## src/rtl/cellram_pkg.sv

```systemverilog
// Shared constants, state encoding and LFSR step function for the cellram BIST.
package cellram_pkg;

    localparam int Nb        = 16;
    localparam int Nb_addr   = 23;
    localparam int Nb_bl     = 6;
    localparam int Nb_inst   = 3;
    localparam int MAX_WORDS = 1 << Nb_bl;

    localparam logic [Nb_inst-1:0] INSTR_WRITE = 3'b000;
    localparam logic [Nb_inst-1:0] INSTR_READ  = 3'b001;

    localparam logic [Nb-1:0] LFSR_MASK      = 16'hB400;
    localparam logic [Nb-1:0] LFSR_ZERO_SEED = 16'hACE1;

    typedef enum logic [2:0] {
        S_IDLE,
        S_WR_DATA,
        S_WR_CMD,
        S_RD_CMD,
        S_RD_DATA,
        S_DONE
    } state_t;

    // Galois right-shift step; the mask is folded in when the bit shifted out is 1.
    function automatic logic [Nb-1:0] lfsr_next(input logic [Nb-1:0] s);
        return s[0] ? ((s >> 1) ^ LFSR_MASK) : (s >> 1);
    endfunction

endpackage

```

## src/rtl/cellram_bist_lfsr.sv

```systemverilog
// Pattern generator: loads a (zero-substituted) seed, steps only when told to.
module cellram_bist_lfsr
    import cellram_pkg::*;
(
    input  logic          clk,
    input  logic          reset,
    input  logic          load,
    input  logic          advance,
    input  logic [Nb-1:0] seed,
    output logic [Nb-1:0] state
);

    // Load has priority so a new test always restarts the sequence cleanly.
    always_ff @(posedge clk or posedge reset) begin
        if (reset)
            state <= '0;
        else if (load)
            state <= (seed == '0) ? LFSR_ZERO_SEED : seed;
        else if (advance)
            state <= lfsr_next(state);
    end

endmodule

```

## src/rtl/cellram_bist.sv

```systemverilog
// Write/read-back self test for the cellram user port.
// Optional watchdog: define CELLRAM_BIST_TIMEOUT_EN to add the timeout output.
module cellram_bist
    import cellram_pkg::*;
(
    input  logic               clk_core,
    input  logic               reset,
    input  logic               start,
    input  logic [Nb_addr-1:0] base_addr,
    input  logic [Nb_bl:0]     num_words,
    input  logic [Nb-1:0]      seed,
    output logic               busy,
    output logic               done,
    output logic               pass,
    output logic               bad_len,
    output logic [Nb_bl:0]     err_count,
    output logic [Nb_bl-1:0]   first_err,
`ifdef CELLRAM_BIST_TIMEOUT_EN
    output logic               timeout,
`endif
    output logic [Nb_bl-1:0]   cmd_bl,
    output logic [Nb_inst-1:0] cmd_instr,
    output logic [Nb_addr-1:0] cmd_addr,
    output logic               cmd_valid,
    input  logic               cmd_ready,
    output logic [Nb-1:0]      wr_data,
    output logic               wr_valid,
    input  logic               wr_ready,
    input  logic [Nb-1:0]      rd_data,
    input  logic               rd_valid,
    output logic               rd_ready
);

    state_t          st;
    logic [Nb_bl:0]  n_words;
    logic [Nb_bl:0]  cnt;
    logic [Nb-1:0]   cmp_word;
    logic            start_ok, wr_fire, cmd_fire, rd_fire, mismatch, last;

`ifdef CELLRAM_BIST_TIMEOUT_EN
    logic [15:0]     wdog;
`endif

    assign start_ok = start && (st == S_IDLE);
    assign wr_fire  = wr_valid && wr_ready;
    assign cmd_fire = cmd_valid && cmd_ready;
    assign rd_fire  = rd_valid && rd_ready;
    assign mismatch = (rd_data != cmp_word);
    assign last     = (cnt == n_words - 1'b1);

    // Both generators restart from the same seed; wr_data is the write LFSR register itself.
    cellram_bist_lfsr u_wr_lfsr (
        .clk(clk_core), .reset(reset), .load(start_ok), .advance(wr_fire),
        .seed(seed), .state(wr_data)
    );

    cellram_bist_lfsr u_cmp_lfsr (
        .clk(clk_core), .reset(reset), .load(start_ok), .advance(rd_fire),
        .seed(seed), .state(cmp_word)
    );

    // Test sequencer: write burst, write cmd, read cmd, read-back compare, report.
    always_ff @(posedge clk_core or posedge reset) begin
        if (reset) begin
            st        <= S_IDLE;
            n_words   <= '0;
            cnt       <= '0;
            busy      <= 1'b0;
            done      <= 1'b0;
            pass      <= 1'b0;
            bad_len   <= 1'b0;
            err_count <= '0;
            first_err <= '0;
            cmd_bl    <= '0;
            cmd_instr <= '0;
            cmd_addr  <= '0;
            cmd_valid <= 1'b0;
            wr_valid  <= 1'b0;
            rd_ready  <= 1'b0;
`ifdef CELLRAM_BIST_TIMEOUT_EN
            timeout   <= 1'b0;
            wdog      <= '0;
`endif
        end else begin
            done <= 1'b0;
            case (st)
                S_IDLE: if (start) begin
                    err_count <= '0;
                    first_err <= '0;
                    bad_len   <= 1'b0;
                    pass      <= 1'b0;
`ifdef CELLRAM_BIST_TIMEOUT_EN
                    timeout   <= 1'b0;
`endif
                    if (num_words == '0) begin
                        done <= 1'b1;
                        pass <= 1'b1;
                    end else if (num_words > (Nb_bl+1)'(MAX_WORDS)) begin
                        done    <= 1'b1;
                        bad_len <= 1'b1;
                    end else begin
                        n_words  <= num_words;
                        cmd_addr <= base_addr;
                        cmd_bl   <= Nb_bl'(num_words - 1'b1);
                        cnt      <= '0;
                        busy     <= 1'b1;
                        wr_valid <= 1'b1;
                        st       <= S_WR_DATA;
                    end
                end
                S_WR_DATA: if (wr_fire) begin
                    if (last) begin
                        cnt       <= '0;
                        wr_valid  <= 1'b0;
                        cmd_valid <= 1'b1;
                        cmd_instr <= INSTR_WRITE;
                        st        <= S_WR_CMD;
                    end else begin
                        cnt <= cnt + 1'b1;
                    end
                end
                S_WR_CMD: if (cmd_fire) begin
                    cmd_instr <= INSTR_READ;
                    st        <= S_RD_CMD;
                end
                S_RD_CMD: if (cmd_fire) begin
                    cmd_valid <= 1'b0;
                    rd_ready  <= 1'b1;
                    st        <= S_RD_DATA;
                end
                S_RD_DATA: if (rd_fire) begin
                    if (mismatch) begin
                        err_count <= err_count + 1'b1;
                        if (err_count == '0)
                            first_err <= cnt[Nb_bl-1:0];
                    end
                    if (last) begin
                        // done is raised while still busy so a coincident start is ignored.
                        rd_ready <= 1'b0;
                        done     <= 1'b1;
                        pass     <= (err_count == '0) && !mismatch;
                        st       <= S_DONE;
                    end else begin
                        cnt <= cnt + 1'b1;
                    end
                end
                S_DONE: begin
                    busy <= 1'b0;
                    st   <= S_IDLE;
                end
                default: st <= S_IDLE;
            endcase
`ifdef CELLRAM_BIST_TIMEOUT_EN
            // Watchdog overrides the sequencer when no handshake has happened for 64K cycles.
            if (st == S_IDLE || st == S_DONE) begin
                wdog <= '0;
            end else if (wr_fire || cmd_fire || rd_fire) begin
                wdog <= '0;
            end else if (wdog == 16'hFFFF) begin
                wdog      <= '0;
                wr_valid  <= 1'b0;
                cmd_valid <= 1'b0;
                rd_ready  <= 1'b0;
                done      <= 1'b1;
                pass      <= 1'b0;
                timeout   <= 1'b1;
                st        <= S_DONE;
            end else begin
                wdog <= wdog + 1'b1;
            end
`endif
        end
    end

endmodule

```

## config.mk

```make
export PLATFORM = sky130hd
export DESIGN_NAME = cellram_bist
export DESIGN_NICKNAME = d
export VERILOG_FILES = /design/src/rtl/cellram_pkg.sv /design/src/rtl/cellram_bist_lfsr.sv /design/src/rtl/cellram_bist.sv
export SDC_FILE = /design/constraint.sdc
export NUM_CORES = 1
export LEC_CHECK = 0
export ABC_CLOCK_PERIOD_IN_PS = 3170
export CORE_ASPECT_RATIO = 0.6
export CORE_MARGIN = 4
export CORE_UTILIZATION = 44
export DETAILED_ROUTE_END_ITERATION = 8
export PLACE_DENSITY = 0.77
export SETUP_SLACK_MARGIN = 0.5
export SKIP_CTS_REPAIR_TIMING = 1
export SYNTH_ARGS = -nofsm -noshare
export SYNTH_HDL_FRONTEND = slang
export SYNTH_SLANG_ARGS = --single-unit
```

## constraint.sdc

```tcl
create_clock -name clk_core -period 3.17 [get_ports clk_core]
set_clock_uncertainty 0.2 [all_clocks]
set_input_delay 0.634 -clock clk_core [delete_from_list [all_inputs] [get_ports clk_core]]
set_output_delay 0.634 -clock clk_core [all_outputs]
set_load 0.05 [all_outputs]
```

**Word-level counts from Yosys, hierarchy flattened**

Index checks and enable logic that the tools add are counted.
W data, S select, Z words.

- Add/sub/neg operators: 4
- Multiply operators: 0
- Divide/modulo/power cells: 0
- $lt $le $gt $ge: 1
- Equality and inequality tests: 19
- Shift-type cells: 0
- Mux-type cells: 64
- Bitwise logic cells: 4
- Reduce and logical (&&, ||, !) cells: 31

Operators with widths:

| kind | count |
|---|---|
| $mux W16 | 7 |
| $mux W7 | 10 |
| $mux W3 | 12 |
| $reduce_and A4 Y1 | 7 |
| $mux W6 | 4 |
| $ne A2 B2 Y1 const B | 11 |
| $pmux W7 S3 | 1 |
| $mux W1 | 20 |
| $logic_not A16 Y1 | 1 |
| $ne A16 B16 Y1 | 1 |
| $reduce_bool A2 Y1 | 8 |
| $pmux W3 S5 | 1 |
| $add A7 B1 Y7 const B | 2 |
| $logic_not A7 Y1 | 2 |
| $pmux W7 S2 | 1 |
| $pmux W1 S2 | 6 |
| $pmux W6 S2 | 1 |
| $reduce_and A9 Y1 | 1 |
| $not A3 Y4 | 2 |
| $eq A7 B7 Y1 | 1 |
| $gt A7 B7 Y1 const B | 1 |
| $reduce_and A7 Y1 | 1 |
| $sub A7 B1 Y7 const B | 1 |
| $eq A3 B2 Y1 const B | 2 |
| 13 further kinds | 19 |

- Flip-flop bits (word level): 101
- Latch bits: 0
- RAM bits: 0
- ROM bits: 0
- Word-level logic and storage cells: 140
- Memories kept: 0

**Longest topological paths before layout**

- Depth after elaboration: 6
- Gate-level depth with buffers: 9
- Gate-level depth less buffers: 8

**Cells and area by module**

From an unflattened synthesis, not the netlist that was laid out.

- Cells, all modules: 557
- Area total of the unflattened synthesis: 5,343.9 um2

Modules (own cells, without submodules):

| module | times used | cells each | area an instance (um2) | sequential area each (um2) |
|---|---|---|---|---|
| cellram_bist | 1 | 413 | 3,682.3 | 1,676.6 |
| cellram_bist_lfsr | 2 | 72 | 830.8 | 400.4 |

**Worst setup path before layout**

No wires, ideal clock.

- Path type: input to register
- From: input num_words[2]
- To: register cmd_addr[0]
- Data arrival time: 2,407 ps
- Setup slack: 438 ps
- Cell stages on the path: 6
- Path buffers: 1
- Cells stage by stage: or4_4 > or3_1 > and2_2 > nand2_2 > buf_2 > mux2_2

- Cells in the longest elaborated chain, start to end: 3
- Elaborated cells on any way between the ends: 5
- Those cells by class: order compare: 1; bitwise: 2; reduce/logical: 2

RTL lines:

| item | line | source |
|---|---|---|
| start, declared | cellram_bist.sv:10 | `input logic [Nb_bl:0] num_words,` |
| $gt A7 B7 Y1 or $logic_not A7 Y1 (tied branches) | cellram_bist.sv:98, cellram_bist.sv:95 |  |
| $not A1 Y1 (no line) | - |  |
| $reduce_and A4 Y1 (no line) * | - |  |
| end signal, assigned | cellram_bist.sv:103 | `cmd_addr <= base_addr;` |
| end, declared | cellram_bist.sv:23 | `output logic [Nb_addr-1:0] cmd_addr,` |

Every way passes the cells marked *; elsewhere a longest branch is shown, timed or not.
A chain may end at the register's enable or synchronous reset.

**Worst setup path in the final report**

- From: input num_words[1]
- To: register cnt[5]

- Cells in the longest elaborated chain, start to end: 3
- Elaborated cells on any way between the ends: 5
- Those cells by class: order compare: 1; eq/ne: 2; reduce/logical: 2

RTL lines:

| item | line | source |
|---|---|---|
| $gt A7 B7 Y1 or $logic_not A7 Y1 (tied branches) | cellram_bist.sv:98, cellram_bist.sv:95 |  |
| $ne A2 B2 Y1 (no line) | - |  |
| $reduce_and A7 Y1 (no line) * | - |  |
| end signal, assigned | cellram_bist.sv:119 | `cnt <= cnt + 1'b1;` |
| end signal, assigned | cellram_bist.sv:144 | `cnt <= cnt + 1'b1;` |
| end, declared | cellram_bist.sv:36 | `logic [Nb_bl:0] cnt;` |

Marks and branches as above.

==> results.cfg <==
[synth]
yosys.area.top_type_share_pct = 49.8
synth-main-ff-cell = dfrtp_1
syn-instance-count = 498
ys_ff_latch = 99
synth_area_sq_um = 4970
yosysSeqAreaShare_pct = 49.8
synth_largest_area_cell = dfrtp_1
synth_area_leaders = dfrtp_1 (50%), nand2_1 (6.8%), mux2_2 (6.6%)
synthArstFlopShare_pct = 100
syn_area_per_cell_sq_um = 9.99
synth_cell_type_count = 60
synth_edf_count = 0
yosys_warnings = 0

[drt]
drtIter0Drc = 415
dr.pass1.iters = 5
vias_per_cell = 5.70
vias = 4526
wl_per_cell_um = 19.0
ant_nets = 0
wl_mm = 15.1
route.detailed.drc = 0

[sta]
grt_setup_unrepaired = yes
holdWs_ps = 292
max_freq_mhz = 374
setup_ws_ps = 494
drv_slew = 0
finalCritPeriodShare_pct = 84.4
slew_headroom_pct = 58.0
min_period_ps = 2680
tns_ps = 0
hold_viol = 0
setup_viol = 0
worst_pin_slew_ps = 625

[clocking]
cts_tree = yes
cts.sinks = 99
cts_buffers = 9
clockBufferDepth = 2
clk_pin_slew_ps = 70
htreeDepth = 3
cts_root_buffer = clkbuf_16
clock_latency_ps = 350

[global_routing]
antenna_found_initial = 0
grt_usage_pct = 21.4
grt_pass1_wl_mm = 22.8
grt_pass1_vias = 4254
grt-ovfl-total = 0
grt_max_degree = 100

[power]
leakage_nw = 3.07
p_per_area_nw_per_um2 = 988
vdd_drop_max_mv = 0.673

[worst_setup_path]
critPathArrivalTime_ps = 2700
cp.required_ps = 3200
startpoint_type = input pin
crit_path_end_kind = flip-flop
worstPathMaxFanout = 5
crit_type = input pin to flip-flop

[layout]
area_growth_pct = 44.6
utilization_pct = 66.5
final_common_cell = clkdlybuf4s50_1
final_cell_mix = clkdlybuf4s50_1 (129), dfrtp_1 (97), nand2_1 (90), a31oi_1 (30), mux2_2 (29)
drive_above_1_share_pct = 16.9
num-nets-final = 724
fillCellCount = 828
diodes = 0

[floorplanning]
fp-row-count = 29
dieArea_sq_um = 13100
initial_utilization_pct = 46.0
design.portCount = 136
dieWidth_um = 145
core_sq_um = 10800
dieHeight_um = 90.4

[placement]
io_buffers = 133
dp_slack_ps = -128
place.gp.congestion = 0.875
dpl.hpwl_mm = 10.5

[flow_run]
cap_violations = 0

[min_path]
worstHoldPathType = flip-flop to flip-flop

[run_status]
status = complete, no violations
-- flip-flops by register name, summed over array words and instances, names as in the netlist, 6 cells and up --
signal	cells
first_err	6
cmd_bl	6
cmd_addr	23
err_count	7
u_cmp_lfsr.state	16
u_wr_lfsr.state	16
cnt	7
n_words	7
-- where the power goes --
group	total, mW	internal (mW)	leakage (nW)	switching (mW)
Combinational	3.62	1.44	1.68	2.18
Clock	1.22	0.720	0.162	0.496
Sequential	2.27	1.77	1.23	0.499
-- synthesized netlist by cell type, types with 4 or more instances --
| cell type | number |
|---|---|
| and2_1 | 4 |
| o22ai_1 | 5 |
| nor3_1 | 10 |
| inv_1 | 19 |
| buf_4 | 5 |
| clkbuf_1 | 16 |
| o21ai_0 | 23 |
| or4_1 | 4 |
| dfrtp_1 | 99 |
| ha_1 | 6 |
| nand2_1 | 90 |
| a21o_1 | 5 |
| mux2_2 | 29 |
| xor2_1 | 18 |
| mux2i_1 | 4 |
| o211ai_1 | 7 |
| xnor2_1 | 16 |
| nor2_1 | 22 |
| a21oi_1 | 10 |
| a31oi_1 | 30 |
| or3_1 | 7 |
| nor4_1 | 8 |
| nand3_1 | 7 |
-- final cells by class --
class                           count  area, sq um  area share (%)
Clock buffer                       11          243            3.37
Clock inverter                      5         85.1            1.18
Inverter                           19         75.1            1.04
Multi-Input combinational cell    355         2460            34.1
Sequential cell                    99         2480            34.5
Tap cell                          139          174            2.42
Timing Repair Buffer              166         1680            23.4
-- layer usage --
layer / track usage (%) / share of wire, % / vias up
li1: - / - / 2069
met1: 31.5 / 46 / 2210
met2: 31.7 / 45 / 213
met3: 4.91 / 7.9 / 34
met4: 5.69 / 1.6 / 0
met5: 0 / 0 / -
-- worst paths after layout --
path,from,end,slack [ps],depth (start not counted)
worst min register to register,bad_len,bad_len,290,2
worst max register to register,n_words[1],pass,500,8
worst max-delay path,num_words[1],cnt[5],490,10
min in group asynchronous,reset,cmd_addr[4],550,3
max in group asynchronous,reset,err_count[3],1770,3
worst min-delay path,bad_len,bad_len,290,2
-- cell families (layout without fill, tap and decap cells) --
kind of cell | Yosys count | after routing | synth area share [%]
adders and majority gates | 6 | 6 | 1.51
buffers and inverters | 46 | 201 | 4.40
DFF | 99 | 99 | 49.8
muxes | 33 | 33 | 7.37
and+or+nand+nor | 172 | 172 | 16.1
AOI/OAI and AO/OA | 107 | 108 | 14.7
xor gates and xnor gates | 34 | 34 | 5.99
other | 1 | 2 | 0.0754
-- critical path, cell delays in order --
cell             delay, ps
clkdlybuf4s50_1        420
inv_1                  110
ha_1                   190
inv_2                   70
or3_4                  390
a31oi_4                290
buf_12                 140
a2111oi_4               50
a32oi_1                290
o22ai_1                120
-- stage by stage --
step	area, sq um	total power [mW]	std cells
after detailed placement	6560	5.60	769
after global placement	6560	5.48	769
final	7190	7.10	794
after global routing	7190	7.46	794
after CTS	6890	6.83	785
after floorplan	4990	4.44	499
Power figures use the tool's default switching activity.
